<file path="config.mk">
export PLATFORM = sky130hd
export DESIGN_NAME = morphle_config_loader
export DESIGN_NICKNAME = d
export VERILOG_FILES = /design/src/rtl/morphle_config_loader.sv
export SDC_FILE = /design/constraint.sdc
export NUM_CORES = 1
export LEC_CHECK = 0
export ABC_AREA = 0
export BUFFER_PORTS_ARGS = -buffer_cell sky130_fd_sc_hd__buf_2
export CAP_MARGIN = 20
export CORE_AREA = 2 2 183 185
export DETAILED_ROUTE_END_ITERATION = 12
export DIE_AREA = 0 0 185 187
export PLACE_DENSITY = 0.58
export SLEW_MARGIN = 20
export SYNTH_ARGS = -nofsm -noshare
export SYNTH_HDL_FRONTEND = slang
export SYNTH_SLANG_ARGS = --single-unit
export TNS_END_PERCENT = 30
</file>
<file path="constraint.sdc">
create_clock -name wb_clk_i -period 7.2 [get_ports wb_clk_i]
set_input_delay 1.08 -clock wb_clk_i [delete_from_list [all_inputs] [get_ports wb_clk_i]]
set_output_delay 1.08 -clock wb_clk_i [all_outputs]
set_load 0.02 [all_outputs]
</file>
<file path="src/rtl/morphle_config_loader.sv">
`default_nettype none
// ============================================================================
// Module      : morphle_config_loader
// Description : Wishbone slave that queues Morphle Logic configuration rows
//               in a FIFO and shifts each one into the yblock with a timed
//               confclk strobe, capturing the row leaving the chain bottom.
// Revision    : 1.0 - initial release
// ============================================================================
module morphle_config_loader #(
  parameter int BLOCKWIDTH = 16,
  parameter int DEPTH      = 16,
  parameter int HALF       = 2
) (
  input  logic                  wb_clk_i,
  input  logic                  wb_rst_i,
  input  logic                  wbs_stb_i,
  input  logic                  wbs_cyc_i,
  input  logic                  wbs_we_i,
  input  logic [3:0]            wbs_sel_i,
  input  logic [31:0]           wbs_dat_i,
  input  logic [31:0]           wbs_adr_i,
  output logic                  wbs_ack_o,
  output logic [31:0]           wbs_dat_o,
  output logic                  cfg_reset,
  output logic                  confclk,
  output logic [BLOCKWIDTH-1:0] cbitin,
  input  logic [BLOCKWIDTH-1:0] cbitout,
  output logic                  busy
);

  localparam int c_AW = $clog2(DEPTH);
  localparam int c_CW = c_AW + 1;
  localparam int c_PW = (HALF > 1) ? $clog2(HALF) : 1;
  localparam logic [c_PW-1:0] c_PHASE_LAST = c_PW'(HALF - 1);
  localparam logic [c_CW-1:0] c_FULL_COUNT = c_CW'(DEPTH);
  localparam logic [1:0] c_ADR_CTRL     = 2'd0;
  localparam logic [1:0] c_ADR_DATA     = 2'd1;
  localparam logic [1:0] c_ADR_STATUS   = 2'd2;
  localparam logic [1:0] c_ADR_READBACK = 2'd3;

  typedef enum logic [1:0] {
    S_IDLE  = 2'd0,
    S_SETUP = 2'd1,
    S_HIGH  = 2'd2,
    S_HOLD  = 2'd3
  } state_t;

  // Registered state
  logic                  r_ack;
  logic [31:0]           r_dat;
  logic                  r_cfg_reset;
  logic                  r_overflow;
  logic                  r_confclk;
  logic [BLOCKWIDTH-1:0] r_cbitin;
  logic [BLOCKWIDTH-1:0] r_readback;
  logic [BLOCKWIDTH-1:0] r_mem [DEPTH];
  logic [c_AW-1:0]       r_wr_ptr;
  logic [c_AW-1:0]       r_rd_ptr;
  logic [c_CW-1:0]       r_count;
  state_t                r_state;
  logic [c_PW-1:0]       r_phase;

  // Combinational
  logic                  w_req;
  logic                  w_wr;
  logic                  w_rd;
  logic [1:0]            w_adr;
  logic                  w_clr;
  logic                  w_push_req;
  logic                  w_push;
  logic                  w_pop;
  logic                  w_overflow_set;
  logic                  w_overflow_clr;
  logic                  w_full;
  logic                  w_empty;
  logic                  w_phase_last;
  logic [BLOCKWIDTH-1:0] w_head;
  state_t                w_state_nxt;
  logic [31:0]           w_status;
  logic [31:0]           w_readback_ext;
  logic [31:0]           w_rdata;
  logic                  w_unused_bits;

  // Address bits outside [3:2], upper selects and unused data bits are ignored.
  assign w_unused_bits = ^{wbs_adr_i, wbs_sel_i, wbs_dat_i};

  assign w_req = wbs_cyc_i & wbs_stb_i & ~r_ack;
  assign w_wr  = w_req & wbs_we_i;
  assign w_rd  = w_req & ~wbs_we_i;
  assign w_adr = wbs_adr_i[3:2];

  assign w_full       = (r_count == c_FULL_COUNT);
  assign w_empty      = (r_count == '0);
  assign w_head       = r_mem[r_rd_ptr];
  assign w_phase_last = (r_phase == c_PHASE_LAST);

  // Clear takes priority over any push arriving in the same cycle.
  assign w_clr          = w_wr & (w_adr == c_ADR_CTRL) & wbs_dat_i[1];
  assign w_push_req     = w_wr & (w_adr == c_ADR_DATA) & (wbs_sel_i[1:0] == 2'b11) & ~w_clr;
  // A push into a full FIFO is still accepted when a pop frees the slot.
  assign w_push         = w_push_req & (~w_full | w_pop);
  assign w_overflow_set = w_push_req & w_full & ~w_pop;
  assign w_overflow_clr = w_wr & (w_adr == c_ADR_STATUS) & wbs_dat_i[11];

  assign busy      = (r_state != S_IDLE) | ~w_empty;
  assign wbs_ack_o = r_ack;
  assign wbs_dat_o = r_dat;
  assign cfg_reset = r_cfg_reset;
  assign confclk   = r_confclk;
  assign cbitin    = r_cbitin;

  // Row storage; contents are don't-care until written.
  always_ff @(posedge wb_clk_i) begin
    if (w_push) begin
      r_mem[r_wr_ptr] <= wbs_dat_i[BLOCKWIDTH-1:0];
    end
  end

  // FIFO pointers and occupancy count.
  always_ff @(posedge wb_clk_i or posedge wb_rst_i) begin
    if (wb_rst_i) begin
      r_wr_ptr <= '0;
      r_rd_ptr <= '0;
      r_count  <= '0;
    end else if (w_clr) begin
      r_wr_ptr <= '0;
      r_rd_ptr <= '0;
      r_count  <= '0;
    end else begin
      if (w_push) r_wr_ptr <= r_wr_ptr + 1'b1;
      if (w_pop)  r_rd_ptr <= r_rd_ptr + 1'b1;
      case ({w_push, w_pop})
        2'b10:   r_count <= r_count + 1'b1;
        2'b01:   r_count <= r_count - 1'b1;
        default: r_count <= r_count;
      endcase
    end
  end

  // Sequencer state register and per-phase cycle counter.
  always_ff @(posedge wb_clk_i or posedge wb_rst_i) begin
    if (wb_rst_i) begin
      r_state <= S_IDLE;
      r_phase <= '0;
    end else begin
      r_state <= w_state_nxt;
      if ((w_state_nxt != r_state) || (r_state == S_IDLE)) begin
        r_phase <= '0;
      end else begin
        r_phase <= r_phase + 1'b1;
      end
    end
  end

  // Sequencer next state; a pop happens on leaving IDLE or at the end of HOLD.
  always_comb begin
    w_state_nxt = r_state;
    w_pop       = 1'b0;
    case (r_state)
      S_IDLE: begin
        if (!w_empty && !w_clr) begin
          w_pop       = 1'b1;
          w_state_nxt = S_SETUP;
        end
      end
      S_SETUP: begin
        if (w_phase_last) w_state_nxt = S_HIGH;
      end
      S_HIGH: begin
        if (w_phase_last) w_state_nxt = S_HOLD;
      end
      S_HOLD: begin
        if (w_phase_last) begin
          if (!w_empty && !w_clr) begin
            w_pop       = 1'b1;
            w_state_nxt = S_SETUP;
          end else begin
            w_state_nxt = S_IDLE;
          end
        end
      end
      default: w_state_nxt = S_IDLE;
    endcase
  end

  // Strobe, row and readback registers; confclk follows the next state so it is a clean flop output.
  always_ff @(posedge wb_clk_i or posedge wb_rst_i) begin
    if (wb_rst_i) begin
      r_confclk  <= 1'b0;
      r_cbitin   <= '0;
      r_readback <= '0;
    end else begin
      r_confclk <= (w_state_nxt == S_HIGH);
      if (w_pop) r_cbitin <= w_head;
      if ((r_state == S_HIGH) && (r_phase == '0)) r_readback <= cbitout;
    end
  end

  // Read data multiplexer.
  always_comb begin
    w_status          = '0;
    w_status[7:0]     = 8'(r_count);
    w_status[8]       = busy;
    w_status[9]       = w_full;
    w_status[10]      = w_empty;
    w_status[11]      = r_overflow;
    w_readback_ext    = '0;
    w_readback_ext[BLOCKWIDTH-1:0] = r_readback;
    case (w_adr)
      c_ADR_CTRL:     w_rdata = {31'd0, r_cfg_reset};
      c_ADR_STATUS:   w_rdata = w_status;
      c_ADR_READBACK: w_rdata = w_readback_ext;
      default:        w_rdata = '0;
    endcase
  end

  // Wishbone handshake, control register and sticky overflow flag.
  always_ff @(posedge wb_clk_i or posedge wb_rst_i) begin
    if (wb_rst_i) begin
      r_ack       <= 1'b0;
      r_dat       <= '0;
      r_cfg_reset <= 1'b1;
      r_overflow  <= 1'b0;
    end else begin
      r_ack <= w_req;
      r_dat <= w_rd ? w_rdata : 32'd0;
      if (w_wr && (w_adr == c_ADR_CTRL)) r_cfg_reset <= wbs_dat_i[0];
      if (w_overflow_clr) begin
        r_overflow <= 1'b0;
      end else if (w_overflow_set) begin
        r_overflow <= 1'b1;
      end
    end
  end

endmodule
`default_nettype wire
</file>
After elaboration in Yosys (flattened, before gate mapping)
Memory sizes are Yosys's and may differ from the RTL's. A register that Yosys moved wholly into a read port is not among the register bits.
Cells that the tools add are included.
- output and inout port bits: 52
- input port bits: 89
- word-level logic and storage cells: 88
- flip-flop bits (word level): 68
- memories kept: 1
- memory bits (writable): 256
- equal/unequal tests: 12
- bitwise logic cells: 23
- add/sub/neg operators: 5
- reductions and logical operators: 14
- mux-type cells: 22
- memory list (name ; words ; width ; rd ports ; clocked after memory_dff ; write ports ; line ; source):
    r_mem ; 16 ; 16 ; 1 ; 1 ; 1 ; 56 ; logic [BLOCKWIDTH-1:0] r_mem [DEPTH];
- operators by type and width (cell ; count):
    16-bit case mux with 3 select lines ; 1
    32-bit 2-to-1 mux ; 1
    4-bit 2-to-1 mux ; 4
    1-bit bitwise AND ; 14
    2-bit == test, second input constant ; 7
    5-bit case mux with 2 select lines ; 1
    4-bit by 1-bit adder with 4-bit output, second input constant ; 2
    1-bit 2-to-1 mux ; 8
    2-bit 2-to-1 mux ; 4
    2-bit case mux with 4 select lines ; 1
    2-bit nonzero test ; 4
    1-bit NOT ; 7
    2-bit by 1-bit == test with 1-bit output, second input constant ; 3
    5-bit by 1-bit adder with 5-bit output, second input constant ; 1
    5-bit == test, second input constant ; 1
    5-bit zero test ; 1
    5-bit 2-to-1 mux ; 1
    5-bit by 1-bit subtractor with 5-bit output, second input constant ; 1
    2-bit zero test ; 2
    1-bit logical AND ; 3
    3-bit nonzero test ; 1
    1-bit zero test ; 2
    2-bit inequality test ; 1
    1-bit bitwise OR ; 2
    3 further kinds ; 3

Longest topological paths before layout
- word-level depth: 15
- depth in mapped cells: 12
- mapped depth without buffers: 11

Least setup slack after synthesis
Ideal clock, no wire load.
- kind: in2reg
- start: input port wbs_cyc_i
- end: register r_count[4]
- stages: 11
- required time: 7.072 ns
- slack: 4.009 ns
- library setup time: 0.128 ns
- buffers on the path: 1
- arrival: 3.063 ns
- path through: nand3b_1 > inv_2 > and4_1 > buf_2 > nor3_2 > xor2_1 > ha_1 > or3_1 > a21oi_1 > a22oi_1 > mux2i_1
- cells in the longest elaborated chain, start to end: 15
- elaborated cells between the ends (all ways): 21
- classes of those cells: eq/ne: 2; mux: 5; bitwise: 11; reduce/logical: 3
- RTL lines (what ; line ; source):
    start: declaration ; 17 ; input logic wbs_cyc_i,
    1-bit bitwise AND (*) (2 in a row) ; 87 ; assign w_req = wbs_cyc_i & wbs_stb_i & ~r_ack;
    via w_req ; 64 ; logic w_req;
    1-bit bitwise AND (*) ; 88 ; assign w_wr = w_req & wbs_we_i;
    1-bit bitwise AND (2 in a row) ; 98 ; assign w_clr = w_wr & (w_adr == c_ADR_CTRL) & wbs_dat_i[1];
    1-bit zero test ; 161, 174 ;
    1-bit logical AND ; 161, 174 ;
    1-bit 2-to-1 mux ; 161, 174 ;
    1-bit 2-to-1 mux ; 173 ; if (w_phase_last) begin
    1-bit case mux with 2 select lines ; 159 ; case (r_state)
    1-bit bitwise OR ; 101 ; assign w_push = w_push_req & (~w_full | w_pop);
    1-bit bitwise AND ; 101 ;
    2-bit by 1-bit == test with 1-bit output / 2-bit == test (equally long branches) ; 132 ; case ({w_push, w_pop})
    5-bit case mux with 2 select lines ; 132 ;
    5-bit 2-to-1 mux ; 125 ; end else if (w_clr) begin
    end signal: assignment ; 133 ; 2'b10: r_count <= r_count + 1'b1;
    end signal: assignment ; 134 ; 2'b01: r_count <= r_count - 1'b1;
    end signal: assignment ; 135 ; default: r_count <= r_count;
    end: declaration ; 59 ; logic [c_CW-1:0] r_count;
The timed path passes the listed nets; every way through them passes the cells marked *.
A chain may end at the register's enable or synchronous reset.

Worst setup path in the final report
- start: input port wbs_adr_i[2]
- end: memory r_mem[8][1] (enable)
- cells in the longest elaborated chain, start to end: 12
- elaborated cells between the ends (all ways): 17
- classes of those cells: eq/ne: 1; mux: 5; bitwise: 8; reduce/logical: 3
- RTL lines (what ; line ; source):
    start: declaration ; 21 ; input logic [31:0] wbs_adr_i,
    2-bit zero test ; 98 ;
    1-bit bitwise AND (2 in a row) ; 98 ;
    1-bit zero test ; 161, 174 ;
    1-bit logical AND ; 161, 174 ;
    1-bit 2-to-1 mux ; 161, 174 ;
    1-bit 2-to-1 mux ; 173 ;
    1-bit case mux with 2 select lines ; 159 ;
    1-bit bitwise OR ; 101 ;
    1-bit bitwise AND (*) ; 101 ;
    1-bit 2-to-1 mux (*) ; 114 ; if (w_push) begin
    1-bit 2-to-1 mux (implied by the code) (*) ; 115 ; r_mem[r_wr_ptr] <= wbs_dat_i[BLOCKWIDTH-1:0];
    end: declaration ; 56 ;
Every way passes the cells marked *; elsewhere a longest branch is shown, timed or not.

==> impl_metrics.json <==
{
  "ant_nets": 0,
  "drc": 0,
  "num_rows": 67,
  "crit_path_max_fanout": 21,
  "grt_max_degree": 69,
  "timing.final.crit_period_ps": 3750,
  "maxCapViolCount": 0,
  "tns_ps": 0,
  "drive_gt1_share_pct": 35.6,
  "htreeDepth": 2,
  "synth-seq-cells": 324,
  "hp-start": "cbitin[3]",
  "clock.fmax_mhz": 267,
  "fp.dieArea_um2": 34600,
  "grt_pass1_vias": 6816,
  "reg2reg_slack_ps": 3550,
  "nets": 851,
  "gp_congestion": 0.805,
  "diodes": 0,
  "crit_path_top_delay_cell": "and2_1",
  "core-area_um2": 32900,
  "async_reset_ff_share_pct": 21.0,
  "first_pass_iters": 5,
  "critPathMaxStageDelay_ps": 930,
  "cp-end-kind": "register",
  "cp.arrival_ps": 3850,
  "holdBufCountCts": 0,
  "grtUsageMet1_pct": 20.9,
  "setup_viol_count_final": 0,
  "worstReg2RegStart": "r_state[1]",
  "hold_violations": 0,
  "netlist_instances": 645,
  "total_leakage_power_nw": 5.26,
  "startpoint": "wbs_adr_i[2]",
  "peakVddDrop_v": 0.000166,
  "vias": 6347,
  "clockRootBuffer": "clkbuf_16",
  "dpl.hpwl_um": 16300,
  "p_per_area_nw_per_um2": 361,
  "synth_warnings": 0,
  "instances_no_fill": 1226,
  "wl_per_cell_um": 22.0,
  "die_y_um": 187,
  "slew_viol_final": 0,
  "grtUsageMet3_pct": 2.84,
  "ioPinCount": 141,
  "max_slew_margin_pct": 28.5,
  "antenna_found_initial": 0,
  "cts_buffers": 36,
  "timing.final.crit_share_pct": 52.0,
  "tightest_slew_ps": 1070,
  "clkTransAtPathRegs_ps": 50,
  "status": "finished clean",
  "cts.path.max_buffers": 3,
  "area_growth_pct": 15.8,
  "hold_class": "register to register",
  "crit_required_ps": 7310,
  "totalWireLength_um": 26900,
  "cts_tree": "built",
  "fin_util_pct": 45.5,
  "rsz0062_at_grt": "false",
  "die_x_um": 185,
  "final_cell_mix": "edfxtp_1 (256), mux4_2 (80), buf_2 (76), dfrtp_1 (63), clkbuf_16 (36)",
  "place_inst": 1159,
  "initial_utilization_pct": 39.3,
  "via_per_inst": 5.18,
  "fillCellCount": 2847,
  "critPathLaunchType": "input pin",
  "mostFrequentLayoutCell": "edfxtp_1",
  "clock_latency_ps": 510,
  "cts_resized": 0,
  "drt-initial-drc-count": 554,
  "grt_pass1_wl_um": 41200,
  "path_cells": "buf_2, nor2_1, nand4_1, a21oi_2, nor4b_1, and2_1",
  "ys_seq_area_share_pct": 72.7,
  "syn_area_um2": 12900,
  "ys_dominant_reg_cell": "edfxtp_1",
  "critical_path_class": "input pin to register",
  "grt_overflow_total": 0,
  "finClkSkew_ps": 24.1,
  "track_usage_pct": 16.1,
  "syn_avg_cell_area_um2": 20.0,
  "numPortBuffers": 76,
  "grt_busiest_layer": "met2",
  "grtUsageMet2_pct": 27.5,
  "synth-edff-count": 256,
  "clock-sinks": 324,
  "ys_types": 51,
  "post_cts_buffers": 0
}
## metrics by stage
step	hold WS [ps]	power (W)	setup WS (ps)	instance area [um^2]
6_report	498	0.00540	3450	15000
5_1_grt	517	0.00567	3310	15000
4_1_cts	500	0.00547	3440	14900
3_5_place_dp	488	0.00378	2910	13800
3_3_place_gp	484	0.00372	3110	13700
2_1_floorplan	472	0.00344	4010	13000
## routing by layer
| layer | up-vias | part of all wire [%] |
|---|---|---|
| li1 | 2778 | - |
| met1 | 3364 | 41 |
| met2 | 167 | 53 |
| met3 | 38 | 5.2 |
| met4 | 0 | 1.7 |
| met5 | - | 0 |
## path summary, 6_finish.rpt
| kind | end | cells after the start |
|---|---|---|
| min in group asynchronous | cbitin[8] | 3 |
| setup / recovery | r_mem[8][1] | 6 |
| setup reg to reg | r_mem[8][1] | 7 |
| hold reg to reg | cbitin[3] | 1 |
| max in group asynchronous | cfg_reset | 4 |
| hold / removal | cbitin[3] | 1 |
## cell type report
| type | count | area, um^2 | area share, % |
|---|---|---|---|
| clock buffer | 48 | 966 | 6.46 |
| clock inverter | 17 | 116 | 0.778 |
| inverter | 10 | 38.8 | 0.259 |
| multi-input combinational | 280 | 3270 | 21.8 |
| sequential | 324 | 9400 | 62.8 |
| tap | 448 | 561 | 3.75 |
| timing repair buffer | 99 | 611 | 4.08 |
## cells by family (layout without fill, tap and decap cells)
| family | after synthesis | after routing | synth area share [%] |
|---|---|---|---|
| mux | 125 | 125 | 17.8 |
| fa+ha+maj | 11 | 11 | 1.07 |
| simple gates | 92 | 92 | 4.01 |
| xor+xnor | 4 | 4 | 0.271 |
| other cells | 1 | 16 | 0.0290 |
| buf+inv | 56 | 174 | 2.46 |
| flops | 324 | 324 | 72.7 |
| compound gates | 32 | 32 | 1.69 |
## synthesized netlist by cell type, drive strengths merged, types with 3 or more instances
cell / n / share of area (%)
a21oi: 11 / 0.46
a22oi: 3 / 0.17
a31oi: 4 / 0.19
and2: 13 / 0.63
and3: 7 / 0.34
and4: 5 / 0.34
buf: 28 / 1.6
clkbuf: 18 / 0.53
dfrtp: 67 / 13
edfxtp: 256 / 60
ha: 11 / 1.1
inv: 10 / 0.29
mux2: 34 / 3.0
mux2i: 11 / 0.85
mux4: 80 / 14
nand2: 11 / 0.32
nand3: 7 / 0.27
nor2: 21 / 0.61
nor2b: 3 / 0.15
nor3: 10 / 0.43
o21ai: 3 / 0.12
or3: 3 / 0.15
## flip-flops by register name (all words and copies together) (netlist names)
name,count
r_rd_ptr,4
r_readback,16
cfg_reset,1
r_state,2
wbs_dat_o,16
r_overflow,1
r_mem,256
r_phase,1
r_count,5
wbs_ack_o,1
confclk,1
r_wr_ptr,4
cbitin,16
## worst max-delay path: cells and delay by family
family | cells | cell delay, ps
simple gates | 4 | 2150
buf+inv | 1 | 370
compound gates | 1 | 250
## where the power goes
part	internal [W]	switching [W]	leakage [nW]
clock	0.000980	0.000696	0.534
combinational	0.000736	0.000601	1.58
sequential	0.00216	0.000217	3.14
total	0.00388	0.00151	5.26
No activity file was read; power rests on OpenSTA's default activity.
